==> config.mk <==
export PLATFORM = sky130hd
export DESIGN_NAME = sd_cmd_host
export DESIGN_NICKNAME = d
export VERILOG_FILES = /design/src/rtl/sd_cmd_host.sv
export SDC_FILE = /design/constraint.sdc
export NUM_CORES = 1
export LEC_CHECK = 0
export CAP_MARGIN = 20
export CELL_PAD_IN_SITES_DETAIL_PLACEMENT = 2
export CELL_PAD_IN_SITES_GLOBAL_PLACEMENT = 2
export CORE_MARGIN = 2
export CORE_UTILIZATION = 35
export DETAILED_ROUTE_END_ITERATION = 6
export GPL_TIMING_DRIVEN = 0
export HOLD_SLACK_MARGIN = 0.15
export PLACE_DENSITY = 0.95
export SYNTH_ARGS = -nofsm -noshare
export SYNTH_HDL_FRONTEND = slang
export SYNTH_SLANG_ARGS = --single-unit
==> constraint.sdc <==
create_clock -name clk -period 6.45 [get_ports clk]
set_input_delay 1.29 -clock clk [delete_from_list [all_inputs] [get_ports clk]]
set_output_delay 1.29 -clock clk [all_outputs]
set_load 0.05 [all_outputs]
==> src/rtl/sd_cmd_host.sv <==
// SD-card CMD-line host: generates mc_clk, shifts out a 48-bit command with CRC7,
// then captures and checks a 48- or 136-bit response before the NRC gap and done.
module sd_cmd_host #(
  parameter int NCR_MAX  = 64,
  parameter int NRC_CLKS = 8
) (
  input  logic         clk,
  input  logic         rst,
  input  logic [7:0]   clk_div,
  input  logic         start,
  input  logic [5:0]   cmd_index,
  input  logic [31:0]  cmd_arg,
  input  logic [1:0]   resp_type,
  output logic         busy,
  output logic         done,
  output logic [5:0]   resp_index,
  output logic [127:0] resp,
  output logic         err_timeout,
  output logic         err_crc,
  output logic         err_end,
  output logic         mc_clk,
  output logic         cmd_o,
  output logic         cmd_oe,
  input  logic         cmd_i
);

  typedef enum logic [2:0] {S_IDLE, S_TX, S_WAIT, S_RX, S_NRC} state_t;

  state_t         state_reg, state_next;
  logic [7:0]     div_cnt_reg;
  logic           mc_clk_reg;
  logic           cmd_o_reg, cmd_o_next;
  logic           cmd_oe_reg, cmd_oe_next;
  logic           busy_reg, busy_next;
  logic           done_reg, done_next;
  logic [5:0]     resp_index_reg, resp_index_next;
  logic [127:0]   resp_reg, resp_next;
  logic           err_timeout_reg, err_timeout_next;
  logic           err_crc_reg, err_crc_next;
  logic           err_end_reg, err_end_next;
  logic [47:0]    frame_reg, frame_next;
  logic [7:0]     bit_cnt_reg, bit_cnt_next;
  logic [1:0]     rtype_reg, rtype_next;
  logic [6:0]     crc_reg, crc_next;
  logic [133:0]   rx_sh_reg, rx_sh_next;

  logic           tick, rise_tick, fall_tick;
  logic [7:0]     rx_k;
  logic           rx_long, rx_last, crc_cover, rx_trans;

  function automatic logic [6:0] crc7_step(input logic [6:0] crc, input logic din);
    logic fb;
    fb = din ^ crc[6];
    return {crc[5:0], 1'b0} ^ {3'b000, fb, 2'b00, fb};
  endfunction

  function automatic logic [6:0] crc7_calc(input logic [39:0] data);
    logic [6:0] c;
    c = 7'd0;
    for (int i = 39; i >= 0; i--) c = crc7_step(c, data[i]);
    return c;
  endfunction

  // ">=" keeps the divider sane if clk_div was lowered below the running count
  assign tick      = (div_cnt_reg >= clk_div);
  assign rise_tick = tick & ~mc_clk_reg;
  assign fall_tick = tick & mc_clk_reg;

  always_ff @(posedge clk) begin
    if (rst) begin
      div_cnt_reg <= 8'd0;
      mc_clk_reg  <= 1'b0;
    end else if (tick) begin
      div_cnt_reg <= 8'd0;
      mc_clk_reg  <= ~mc_clk_reg;
    end else begin
      div_cnt_reg <= div_cnt_reg + 8'd1;
    end
  end

  // rx_sh_reg[j-1] holds response bit j while the frame is arriving
  assign rx_k      = bit_cnt_reg + 8'd1;
  assign rx_long   = (rtype_reg == 2'b10);
  assign rx_last   = rx_long ? (rx_k == 8'd135) : (rx_k == 8'd47);
  assign crc_cover = rx_long ? ((rx_k >= 8'd8) && (rx_k <= 8'd127)) : (rx_k <= 8'd39);
  assign rx_trans  = rx_long ? rx_sh_reg[133] : rx_sh_reg[45];

  always_ff @(posedge clk) begin
    if (rst) begin
      state_reg       <= S_IDLE;
      cmd_o_reg       <= 1'b1;
      cmd_oe_reg      <= 1'b0;
      busy_reg        <= 1'b0;
      done_reg        <= 1'b0;
      resp_index_reg  <= 6'd0;
      resp_reg        <= 128'd0;
      err_timeout_reg <= 1'b0;
      err_crc_reg     <= 1'b0;
      err_end_reg     <= 1'b0;
      frame_reg       <= 48'd0;
      bit_cnt_reg     <= 8'd0;
      rtype_reg       <= 2'b00;
      crc_reg         <= 7'd0;
      rx_sh_reg       <= '0;
    end else begin
      state_reg       <= state_next;
      cmd_o_reg       <= cmd_o_next;
      cmd_oe_reg      <= cmd_oe_next;
      busy_reg        <= busy_next;
      done_reg        <= done_next;
      resp_index_reg  <= resp_index_next;
      resp_reg        <= resp_next;
      err_timeout_reg <= err_timeout_next;
      err_crc_reg     <= err_crc_next;
      err_end_reg     <= err_end_next;
      frame_reg       <= frame_next;
      bit_cnt_reg     <= bit_cnt_next;
      rtype_reg       <= rtype_next;
      crc_reg         <= crc_next;
      rx_sh_reg       <= rx_sh_next;
    end
  end

  always_comb begin
    state_next       = state_reg;
    cmd_o_next       = cmd_o_reg;
    cmd_oe_next      = cmd_oe_reg;
    busy_next        = busy_reg;
    done_next        = 1'b0;
    resp_index_next  = resp_index_reg;
    resp_next        = resp_reg;
    err_timeout_next = err_timeout_reg;
    err_crc_next     = err_crc_reg;
    err_end_next     = err_end_reg;
    frame_next       = frame_reg;
    bit_cnt_next     = bit_cnt_reg;
    rtype_next       = rtype_reg;
    crc_next         = crc_reg;
    rx_sh_next       = rx_sh_reg;
    case (state_reg)
      S_IDLE: begin
        // busy still high here means this is the done cycle: drop busy, ignore start
        if (busy_reg) begin
          busy_next = 1'b0;
        end else if (start) begin
          rtype_next       = resp_type;
          frame_next       = {2'b01, cmd_index, cmd_arg,
                              crc7_calc({2'b01, cmd_index, cmd_arg}), 1'b1};
          err_timeout_next = 1'b0;
          err_crc_next     = 1'b0;
          err_end_next     = 1'b0;
          busy_next        = 1'b1;
          bit_cnt_next     = 8'd0;
          state_next       = S_TX;
        end
      end
      S_TX: begin
        if (fall_tick) begin
          if (bit_cnt_reg == 8'd48) begin
            cmd_oe_next  = 1'b0;
            cmd_o_next   = 1'b1;
            bit_cnt_next = 8'd0;
            state_next   = (rtype_reg == 2'b00) ? S_NRC : S_WAIT;
          end else begin
            cmd_o_next   = frame_reg[47];
            cmd_oe_next  = 1'b1;
            frame_next   = {frame_reg[46:0], 1'b0};
            bit_cnt_next = bit_cnt_reg + 8'd1;
          end
        end
      end
      S_WAIT: begin
        if (rise_tick) begin
          if (!cmd_i) begin
            bit_cnt_next = 8'd0;
            crc_next     = 7'd0;
            state_next   = S_RX;
          end else if (bit_cnt_reg == 8'(NCR_MAX - 1)) begin
            err_timeout_next = 1'b1;
            bit_cnt_next     = 8'd0;
            state_next       = S_NRC;
          end else begin
            bit_cnt_next = bit_cnt_reg + 8'd1;
          end
        end
      end
      S_RX: begin
        if (rise_tick) begin
          rx_sh_next   = {rx_sh_reg[132:0], cmd_i};
          bit_cnt_next = rx_k;
          if (crc_cover) crc_next = crc7_step(crc_reg, cmd_i);
          if (rx_last) begin
            err_end_next = ~cmd_i | rx_trans;
            err_crc_next = (rtype_reg != 2'b11) && (crc_reg != rx_sh_reg[6:0]);
            if (rx_long) begin
              resp_next = {rx_sh_reg[126:0], 1'b0};
            end else begin
              resp_next       = {96'd0, rx_sh_reg[38:7]};
              resp_index_next = rx_sh_reg[44:39];
            end
            bit_cnt_next = 8'd0;
            state_next   = S_NRC;
          end
        end
      end
      S_NRC: begin
        if (rise_tick) begin
          if (bit_cnt_reg == 8'(NRC_CLKS - 1)) begin
            done_next    = 1'b1;
            bit_cnt_next = 8'd0;
            state_next   = S_IDLE;
          end else begin
            bit_cnt_next = bit_cnt_reg + 8'd1;
          end
        end
      end
      default: state_next = S_IDLE;
    endcase
  end

  assign busy        = busy_reg;
  assign done        = done_reg;
  assign resp_index  = resp_index_reg;
  assign resp        = resp_reg;
  assign err_timeout = err_timeout_reg;
  assign err_crc     = err_crc_reg;
  assign err_end     = err_end_reg;
  assign mc_clk      = mc_clk_reg;
  assign cmd_o       = cmd_o_reg;
  // release the open-drain CMD line the moment reset is raised
  assign cmd_oe      = cmd_oe_reg & ~rst;

endmodule
### Yosys cells after proc, flatten, opt, wreduce, memory -nomap -nowiden

Cells that the tools add are included.

* register bits: 352
* output and inout port bits: 142

* add/subtract/negate cells: 2
* $lt $le $gt $ge: 4
* equality and inequality tests: 27
* mux-type cells: 56
* bitwise operators: 86
* reductions and logical operators: 22

Operators with widths (count)
* XOR 7 x 4 -> 7 bit: 37
* 2-to-1 mux 48 bit: 4
* 2-to-1 mux 128 bit: 1
* one-hot mux 48 bit (2 select lines): 1
* 2-to-1 mux 8 bit: 11
* one-hot mux 8 bit (5 select lines): 1
* 2-to-1 mux 3 bit: 12
* XOR 1 bit: 36
* != test 2 bit (second input constant): 15
* 2-to-1 mux 7 bit: 4
* == test 8 x 6 -> 1 bit (second input constant): 3
* 2-to-1 mux 1 bit: 17
* adder 8 x 1 -> 8 bit (second input constant): 2
* one-hot mux 3 bit (5 select lines): 1
* AND reduction 5 bit: 3
* one-hot mux 7 bit (2 select lines): 1
* AND reduction 10 bit: 1
* == test 8 x 3 -> 1 bit (second input constant): 1
* == test 8 bit (second input constant): 1
* >= comparator 8 x 4 -> 1 bit (second input constant): 1
* >= comparator 8 bit: 1
* less-or-equal comparator 8 x 6 -> 1 bit (second input constant): 1
* less-or-equal comparator 8 x 7 -> 1 bit (second input constant): 1
* nonzero test 2 bit: 4
* other kinds (23): 37

### Logic depth before layout (Yosys ltp)

* depth in word-level cells: 75
* gate-level depth with buffers: 12
* gate-level depth less buffers: 10

### Worst setup path after synthesis

No wires, ideal clock.

* path type: input port to output port
* from: in rst
* to: out cmd_oe
* data arrival time: 2.291 ns
* required time: 5.160 ns
* slack: 2.869 ns
* stages: 3
* path buffers: 2
* cell sequence: clkbuf_1 -> clkbuf_1 -> nor2b_1

* word-level cells in the longest chain between the ends: 2

RTL lines
* start: declaration: RTL line 8 `input logic rst,`
* inverter 1 bit: RTL line 231 `assign cmd_oe = cmd_oe_reg & ~rst;`
* bitwise AND 1 bit: RTL line 231
* end: declaration: RTL line 23 `output logic cmd_oe,`

Every way passes these cells.

### Final worst setup path

* from: in clk_div[0]
* to: reg rx_sh_reg[91]

* word-level cells in the longest chain between the ends: 3

RTL lines
* start: declaration: RTL line 9 `input logic [7:0] clk_div,`
* >= comparator 8 bit: RTL line 65 `assign tick = (div_cnt_reg >= clk_div);`
* bitwise AND 1 bit: RTL line 66 `assign rise_tick = tick & ~mc_clk_reg;`
* AND reduction 2 bit (no line)
* end signal: assignment: RTL line 120 `rx_sh_reg <= rx_sh_next;`
* end: declaration: RTL line 45 `logic [133:0] rx_sh_reg, rx_sh_next;`

Every way passes these cells.
A chain may end at the register's enable or synchronous reset.

==> flow_metrics.tcl <==
set metrics [dict create \
    grt_pass1_wl_mm 109 \
    synth_edf_count 0 \
    hp-class "flop to flop" \
    gp_congestion 0.836 \
    layout_commonest_cell "nand2_1" \
    rr_endpoint "rx_sh_reg[91]" \
    numCtsBuffers 40 \
    grt_pass1_vias 17290 \
    clk_latency_ns 0.58 \
    worstSetupPathType "input pin to flop" \
    std_cell_rows 74 \
    synth.avg_cell_area_um2 7.97 \
    seqCellArea_mm2 0.00705 \
    power.share.combinational 0.211 \
    switching_share 0.324 \
    ir_drop_mv 0.200 \
    critPathLaunchType "input pin" \
    drive_gt1_frac 0.0432 \
    ys_warn_count 0 \
    io_buffers 191 \
    synth_mux_area_frac 0.00276 \
    wl_mm 71.4 \
    required_ns 6.91 \
    post_cts_buffers 0 \
    cts_max_level 2 \
    setup_slack_ns 1.34 \
    synth_xor_xnor_area_share 0.0625 \
    worstReg2RegStart "div_cnt_reg[0]" \
    antenna_found_initial 0 \
    multi_input_area_mm2 0.00684 \
    synthAdderAreaFrac 0.0103 \
    ff2ff_setup_slack_ns 1.87 \
    syn_to_final_growth_pct 26.6 \
    clock-sinks 352 \
    tightestPinTransition_ns 1.06 \
    synth_compound_area_frac 0.161 \
    num_io_pins 194 \
    power_density_mw_per_mm2 325 \
    p_switching_mw 1.94 \
    final_cell_mix "nand2_1 (536), dfxtp_1 (352), a21oi_1 (261), clkdlybuf4s50_1 (191), clkbuf_1 (136)" \
    hold_buffers 0 \
    arrival_ns 5.57 \
    grt_max_degree 13 \
    synth-simple-area-share 0.235 \
    min_period_ns 5.11 \
    period_share 0.792 \
    async_reset_ff_frac 0 \
    via_count 15167 \
    synth_area_mm2 0.0145 \
    fill_cells 4480 \
    grt_use_total 0.324 \
    synth_flop_cell "dfxtp_1" \
    final_antenna_net_count 0 \
    final-setup-viol-count 0 \
    outcome "finished, final reports clean" \
    ys_ff_latch 352 \
    p_clk_frac 0.395 \
    p_leak_nw 6.02 \
    cp_max_fo 10 \
    die_w_um 208 \
    via_per_inst 5.80 \
    holdPathEnd "resp[73]" \
    slew_violations 0 \
    syn_nets 1886 \
    synth_top_family_by_area "simple AND/OR/NAND/NOR gates" \
    nets 2120 \
    start_util 0.355 \
    cts_tree "yes" \
    yosysUniqueCellTypes 64 \
    cts.path.max_buffers 3 \
    fmax_ghz 0.196 \
    synth_cells 1822 \
    share_seq_of_total_power 0.394 \
    hold_path_depth 2 \
    core_area_mm2 0.0409 \
    maxCapViolCount 0 \
    fin_skew_ns 0.0271 \
    first_pass_iters 5 \
    rsz0062_at_grt "false" \
    num_antenna_cells 0 \
    reg2regPathDepth 12 \
    cts-resized-gates 0 \
    final-hold-violation-count 0 \
    yosysSeqAreaShare 0.485 \
    slew_headroom 0.286 \
    die_h_um 208 \
    dp_hpwl_mm 44.6 \
    largest_reg_flops 134 \
    dieArea_mm2 0.0431 \
    cp-end-kind "flop" \
    cts_root_buffer "clkbuf_16" \
    gr-total-overflow 0 \
    holdCritStartpoint "resp[73]" \
    p_int_mw 4.04 \
    clk_pin_slew_ns 0.06 \
    drtIter0Drc 937 \
    preCtsSetupSlack_ns 1.20 \
    drc_errors 0 \
    wl_per_cell_um 27.3 \
    setup_tns_ns 0 \
]
through the flow:
stage	util	cell area [um^2]	total power, mW	std cells	hold WS [ns]
global route	0.449	18400	6.15	2614	0.480
detailed placement	0.418	17100	3.56	2545	0.448
CTS	0.449	18400	5.96	2613	0.462
floorplan	-	14500	3.16	1822	0.432
finish	0.449	18400	5.98	2614	0.464
global placement	0.418	17100	3.42	2545	0.435
cell usage after synthesis (13+ instances only):
| cell | n | area (um^2) |
|---|---|---|
| a21oi_1 | 261 | 1310 |
| a311oi_1 | 69 | 604 |
| buf_2 | 15 | 75.1 |
| clkbuf_1 | 124 | 465 |
| dfxtp_1 | 352 | 7050 |
| inv_1 | 13 | 48.8 |
| nand2_1 | 536 | 2010 |
| nand3_1 | 117 | 586 |
| nor2_1 | 109 | 409 |
| o21ai_0 | 15 | 75.1 |
| xnor2_1 | 49 | 429 |
| xor2_1 | 21 | 184 |
power groups by stage:
stage               clock network (mW)  logic [mW]  registers [mW]
floorplan                            0       0.790            2.37
global placement                     0        1.05            2.37
detailed placement                   0        1.16            2.39
CTS                               2.38        1.23            2.35
global route                      2.45        1.33            2.36
finish                            2.36        1.26            2.36
final cells by class:
type | instances | share of cell area
clock inverter | 6 | 0.00436
sequential | 352 | 0.383
tap | 532 | 0.0362
multi-input combinational | 1306 | 0.372
inverter | 13 | 0.00265
clock buffer | 62 | 0.0650
buffer | 151 | 0.0319
timing repair buffer | 192 | 0.104
worst max-delay path, cell delays in order:
cell,delay (ns)
clkdlybuf4s50_1,0.41
ha_1,0.28
nand2b_1,0.10
a21o_1,0.12
a21oi_1,0.08
o21a_1,0.30
nor4_1,0.86
clkbuf_1,0.63
clkbuf_1,0.52
clkbuf_1,0.51
nand2_1,0.18
a21oi_1,0.27
how the worst max path moves through the flow:
stage	start	end	slack [ns]	cells past startpoint
after detailed placement	clk_div[0]	rx_sh_reg[91]	1.20	12
after CTS	clk_div[0]	rx_sh_reg[91]	1.54	12
final	clk_div[0]	rx_sh_reg[91]	1.34	12
after global routing	clk_div[0]	rx_sh_reg[91]	1.22	12
after floorplan	rst	cmd_oe	2.87	3
after global placement	clk_div[0]	rx_sh_reg[61]	1.59	12
metal layers:
metal / vias to the layer above / global-route usage / part of all wire
met1: 7764 / 0.356 / 0.38
met2: 533 / 0.593 / 0.51
li1: 6615 / - / -
met5: - / 0 / 0
met3: 255 / 0.0510 / 0.044
met4: 0 / 0.184 / 0.059
logic make-up after synthesis:
logic type / count (synthesis)
adder cells (fa/ha/maj): 12
AND/OR/NAND/NOR: 821
XOR/XNOR: 83
flip-flops: 352
buffers and inverters: 164
multiplexers: 4
AO/OA/AOI/OAI: 386
Power figures use the tool's default switching activity.
